--- config.mk ---
export PLATFORM = sky130hd
export DESIGN_NAME = antitheft_timer
export DESIGN_NICKNAME = d
export VERILOG_FILES = /design/src/rtl/antitheft_timer.sv
export SDC_FILE = /design/constraint.sdc
export NUM_CORES = 1
export LEC_CHECK = 0
export CORE_UTILIZATION = 59
export CTS_CLUSTER_DIAMETER = 30
export DETAILED_ROUTE_END_ITERATION = 6
export GPL_ROUTABILITY_DRIVEN = 0
export HOLD_SLACK_MARGIN = 0.02
export PLACE_DENSITY = 0.79
export SLEW_MARGIN = 20
export SYNTH_ARGS = -nofsm -noshare
export SYNTH_HDL_FRONTEND = slang
export SYNTH_SLANG_ARGS = --single-unit
--- constraint.sdc ---
create_clock -name clock -period 3.1 [get_ports clock]
set_clock_uncertainty 0.2 [all_clocks]
set_input_delay 0.465 -clock clock [delete_from_list [all_inputs] [get_ports clock]]
set_output_delay 0.465 -clock clock [all_outputs]
set_load 0.02 [all_outputs]
--- src/rtl/antitheft_timer.sv ---
// Delay store and seconds countdown for the anti-theft controller; pulses expired when the selected delay elapses.
// Optional build macro TIMER_MONITOR_EN adds the seconds_left output.
module antitheft_timer #(
  parameter int CLK_FREQ     = 50000000,
  parameter int T_ARM_DEF    = 6,
  parameter int T_DRIVER_DEF = 8,
  parameter int T_PASS_DEF   = 15,
  parameter int T_ALARM_DEF  = 10
) (
  input  logic       clock,
  input  logic       reset,
  input  logic       start_timer,
  input  logic [1:0] interval,
  input  logic       reprogram,
  input  logic [1:0] time_param_sel,
  input  logic [3:0] time_value,
`ifdef TIMER_MONITOR_EN
  output logic [3:0] seconds_left,
`endif
  output logic       expired,
  output logic       one_hz_enable
);

  localparam int PS_W = $clog2(CLK_FREQ);
  localparam logic [PS_W-1:0] PS_MAX = PS_W'(CLK_FREQ - 1);

  typedef enum logic [1:0] {IDLE, COUNT, DONE} state_t;

  state_t          state, state_next;
  logic [3:0]      param [4];
  logic [PS_W-1:0] prescaler, prescaler_next;
  logic [3:0]      counter, counter_next;
  logic [1:0]      interval_q;
  logic            start_d;
  logic            expired_next, one_hz_next;
  logic            tick, load;

  function automatic logic [3:0] dec_sat(input logic [3:0] v);
    return (v == 4'd0) ? 4'd0 : v - 4'd1;
  endfunction

  assign tick = (prescaler == PS_MAX);
  // From IDLE only a fresh rising edge starts a countdown; a reprogram on the same edge suppresses the load.
  assign load = start_timer && !reprogram &&
                (!start_d || (state != IDLE && interval != interval_q));

  always_comb begin
    state_next     = state;
    counter_next   = counter;
    expired_next   = 1'b0;
    prescaler_next = tick ? '0 : prescaler + PS_W'(1);
    one_hz_next    = tick;
    if (reprogram || !start_timer) begin
      state_next   = IDLE;
      counter_next = 4'd0;
    end else if (load) begin
      prescaler_next = '0;
      one_hz_next    = 1'b0;
      counter_next   = param[interval];
      if (param[interval] == 4'd0) begin
        state_next   = DONE;
        expired_next = 1'b1;
      end else begin
        state_next = COUNT;
      end
    end else if (state == COUNT && tick) begin
      counter_next = dec_sat(counter);
      if (counter == 4'd1) begin
        state_next   = DONE;
        expired_next = 1'b1;
      end
    end
  end

  always_ff @(posedge clock or posedge reset) begin
    if (reset) begin
      state         <= IDLE;
      prescaler     <= '0;
      counter       <= 4'd0;
      start_d       <= 1'b0;
      interval_q    <= 2'd0;
      expired       <= 1'b0;
      one_hz_enable <= 1'b0;
      param[0]      <= 4'(T_ARM_DEF);
      param[1]      <= 4'(T_DRIVER_DEF);
      param[2]      <= 4'(T_PASS_DEF);
      param[3]      <= 4'(T_ALARM_DEF);
    end else begin
      state         <= state_next;
      prescaler     <= prescaler_next;
      counter       <= counter_next;
      start_d       <= start_timer;
      expired       <= expired_next;
      one_hz_enable <= one_hz_next;
      if (load) interval_q <= interval;
      if (reprogram) param[time_param_sel] <= time_value;
    end
  end

`ifdef TIMER_MONITOR_EN
  assign seconds_left = counter;
`endif

endmodule

# --- After elaboration in Yosys (flattened, before gate mapping) ---
# Index checks and enable logic that the tools add are counted.
# Widths: inputs -> output; s select.
totals:
  mem_bits_rw: 0
  word_cells: 63
  n_memories: 0
  latch_bits: 0
  register_bits: 53
  romBits: 0
  output_inout_bits: 2
classes:
  addsub: 2
  mux: 25
  mul: 0
  bitwise: 2
  n_eq_ne: 4
  n_reduce_logical: 16
  n_lt_le_gt_ge: 3
  n_div: 0
  shifts: 0
op_table:
  columns: ["cell", "count"]
  rows:
  - ["$mux 26", 3]
  - ["$mux 4", 7]
  - ["$add 26x1->26 const B", 1]
  - ["$eq 26x26->1 const B", 1]
  - ["$bwmux 16", 1]
  - ["$mux 2", 5]
  - ["$bmux 4 s2", 1]
  - ["$demux 4 s2", 1]
  - ["$logic_not 4->1", 2]
  - ["$mux 1", 7]
  - ["$ge 3x3->1 const B", 2]
  - ["$not 2->3", 2]
  - ["$reduce_bool 3->1", 2]
  - ["$logic_and 1x1->1", 5]
  - ["$eq 4x1->1 const B", 1]
  - ["$sub 4x1->4 const B", 1]
  - ["$logic_not 1->1", 3]
  - ["$lt 3x1->1 const B", 1]
  - ["$eq 2x1->1 const B", 1]
  - ["$logic_or 1x1->1", 2]
  - ["$ne 2x2->1", 1]
  - ["$reduce_and 2->1", 1]
  - ["$reduce_bool 2->1", 1]

# --- Longest topological paths before layout ---
logic_depth:
  depth_word: 8
  mapped_depth: 7

# --- Worst setup path after synthesis ---
# No wires, ideal clock.
synth_path:
  path_kind: "flip-flop to flip-flop"
  start: "register prescaler[16]"
  end: "register counter[0]"
  period_less_slack_ns: 2.335
  path_stages_with_launch: 7
  path_slack_ns: 0.765
  setup_ns: 0.125
  t_arrival_ns: 2.011
  path_cell_list: "dfrtp_1 -> nand4bb_1 -> or4_1 -> or3_1 -> buf_6 -> o21ai_4 -> mux2_2"
synth_via:
  elab_chain_cells: 3
synth_lines:
  columns: ["element", "line", "rtl"]
  rows:
  - ["from (decl)", "31", "logic [PS_W-1:0] prescaler, prescaler_next;"]
  - ["from (signal assigned)", "90", "prescaler <= prescaler_next;"]
  - ["$eq 26x26->1", "42", "assign tick = (prescaler == PS_MAX);"]
  - ["$logic_and 1x1->1", "66", "end else if (state == COUNT && tick) begin"]
  - ["$reduce_bool 3->1 (no line)", null, null]
  - ["to (signal assigned)", "91", "counter <= counter_next;"]
  - ["to (decl)", "32", "logic [3:0] counter, counter_next;"]
# Every way passes these cells.
# A chain may end at the register's enable or synchronous reset.

# --- Final worst setup path ---
layout_path:
  start: "register prescaler[16]"
  end: "register counter[1]"
# Same word-level chain as after synthesis.

==> summary.md <==
| Metric | Value |
|---|---|
| Final Hold Viols | `0` |
| Outcome | `complete, no violations` |
| Worst skew pair latency | `0.31 ns` |
| Crit Path Class | `flop to flop` |
| Slew Limit Headroom | `58.6%` |
| Residual DRC count | `0` |
| Critical Path Start Type | `flop` |
| Final hold slack | `0.300 ns` |
| Max Buffers Root-to-Sink | `2` |
| Cell count after synthesis | `238` |
| Overflow after GRT | `0` |
| Pwr per Cell Area | `507 nW/µm²` |
| Synthesis-stage register bit count | `53` |
| Hold Crit Class | `input port to asynchronous set/reset pin` |
| Fin crit share | `80.7%` |
| ANT nets after route | `0` |
| Commonest non-fill, non-tap cell in the layout | `dfrtp_1` |
| Pins over their slew limit | `0` |
| F_max | `0.400 GHz` |
| Req. time, crit path | `3.11 ns` |
| Number of DRC markers in iteration 0 | `175` |
| Fillcell total | `299` |
| Crit-path max FO | `7` |
| Syn Area/Cell | `11.0 µm²` |
| Final worst slack | `0.598 ns` |
| Critical Path AT | `2.51 ns` |
| Post-synth EDFFs | `0` |
| Netlist cell types | `41` |
| Vias per cell | `5.81` |
| Most frequent cells in the layout | `dfrtp_1, nor2_1, mux2_2, xnor2_1` |
| Ports | `14` |
| CP endpoint kind | `flop` |
| Die width | `68.7 µm` |
| Clock Sinks | `53` |
| Number of global-route vias before repair | `1667` |
| CTS root buf | `clkbuf_8` |
| Total Routing Usage GR | `23.6%` |
| Unrepaired setup endpoints after global routing | `false` |
| Total wire length | `4.69 mm` |
| Grt peak-use layer | `met2` |
| H-tree levels | `2` |
| Ys flop type | `dfrtp_1` |
| Area taken by multi-input logic gates | `1220 µm²` |
| Die height | `68.7 µm` |
| Clock transition at path regs | `0.10 ns` |
| First-pass GRT wire length | `7.99 mm` |
| Total vias in the final route | `1778` |
| Post-DP HPWL | `3.29 mm` |
| IO buf count | `13` |
| CTS tree | `done` |
| Async SR Flop Fraction | `100%` |
| Leakage power total | `1.17 nW` |
| # setup viols final | `0` |
| Worst VDD drop | `0.000384 V` |
| Syn_nets | `252` |
| Ant diodes | `0` |
| Max-cap viol count | `0` |
| Cell Area, Synth | `2620 µm²` |
| Reg-to-Reg Start | `prescaler[16]$_DFF_PP0_` |
| Global Route met3 Usage | `4.61%` |
| Layout area overhead | `10.6%` |
| Rows | `23` |
| Initial Util | `63.3%` |
| Met2 Use GR | `34.8%` |
| Hold_buf cts | `0` |
| Critical Path Start | `prescaler[16]$_DFF_PP0_` |
| Area occupied by registers | `1340 µm²` |
| Core area | `4140 µm²` |
| # Post-CTS Setup Buffers | `0` |
| CTS Buf Count | `5` |
| Final min period | `2.50 ns` |
| Layout cells sized above 1 | `18.4%` |
| DP Worst Slack | `0.341 ns` |
| Pin count of the biggest net entering global routing | `30` |
| M1 GR Usage | `33.5%` |
| Initial antenna violation count | `0` |
| Die area | `4720 µm²` |
| Routed len/inst | `15.3 µm` |
| Synth Warn # | `0` |
| Post-cts gate resize count | `0` |
| First drt pass iteration count | `4` |
| Seq/Total Area, Yosys | `51.0%` |
| Final net count | `269` |
| Least-Margin Pin Slew | `0.620 ns` |
| Setup tns final | `0 ns` |
where the power goes:
part           leakage [nW]  internal [mW]  total (mW)  switching (mW)
logic                 0.453          0.125       0.227           0.102
registers             0.679          0.787       0.857          0.0701
clock network        0.0385          0.160       0.386           0.226
total                  1.17           1.07        1.47           0.398
registers in the layout (all words and copies together) (netlist names):
name           cells
counter            4
expired            1
interval_q         2
one_hz_enable      1
param             16
prescaler         26
start_d            1
state              2
critical path, cell delays in order (launching register included):
cell	delay, ns
dfrtp_1	0.44
nand4bb_1	0.19
or4_1	0.46
or3_1	0.50
o21ai_4	0.25
mux2_2	0.35
layout make-up:
| type | count | area share (%) |
|---|---|---|
| clock buffer | 7 | 2.63 |
| multi-input combinational | 171 | 42.0 |
| sequential | 53 | 46.1 |
| clock inverter | 1 | 0.259 |
| timing repair buffer | 17 | 5.95 |
| tap | 50 | 2.16 |
| inverter | 7 | 0.906 |
cell usage after synthesis (4+ instances only):
master	n	area share [%]
dfrtp_1	44	42
dfstp_2	9	9.0
inv_1	7	1.0
mux2_2	21	9.0
mux4_2	4	3.4
nand2_1	12	1.7
nand3_1	13	2.5
nor2_1	35	5.0
nor3_1	10	1.9
nor4_1	7	1.7
xnor2_1	20	6.7
xor2_1	6	2.0
cells by family after synthesis:
kind of cell	count (synthesis)	synth area share, %
XOR/XNOR	26	8.68
AO/OA/AOI/OAI	14	4.25
adder cells (fa/ha/maj)	2	0.954
flip-flops	53	51.0
AND/OR/NAND/NOR	104	20.1
multiplexers	25	12.5
buffers and inverters	14	2.53
path summary, 6_finish.rpt:
| check | end | slack, ns | cells past startpoint |
|---|---|---|---|
| hold / removal | counter[0]$_DFFE_PP0P_ | 0.30 | 2 |
| setup reg to reg | counter[1]$_DFFE_PP0P_ | 0.60 | 5 |
| hold reg to reg | param[0]$_DFFE_PP0P_ | 0.31 | 1 |
| max in group asynchronous | param[5]$_DFFE_PP1P_ | 1.79 | 3 |
| setup / recovery | counter[1]$_DFFE_PP0P_ | 0.60 | 5 |
| min in group clock | param[0]$_DFFE_PP0P_ | 0.31 | 1 |
through the flow:
step | total power [mW] | cell area, µm² | util, % | std cells
floorplan | 1.02 | 2620 | - | 238
global placement | 1.09 | 2820 | 68.0 | 298
detailed placement | 1.10 | 2820 | 68.0 | 298
CTS | 1.48 | 2900 | 70.0 | 306
global route | 1.54 | 2900 | 70.0 | 306
finish | 1.47 | 2900 | 70.0 | 306
routing by layer:
| metal | part of all wire, % | vias up |
|---|---|---|
| li1 | - | 872 |
| met5 | 0 | - |
| met4 | 1.5 | 0 |
| met2 | 46 | 28 |
| met3 | 3.5 | 8 |
| met1 | 49 | 870 |
(Power assumes the default switching activity.)
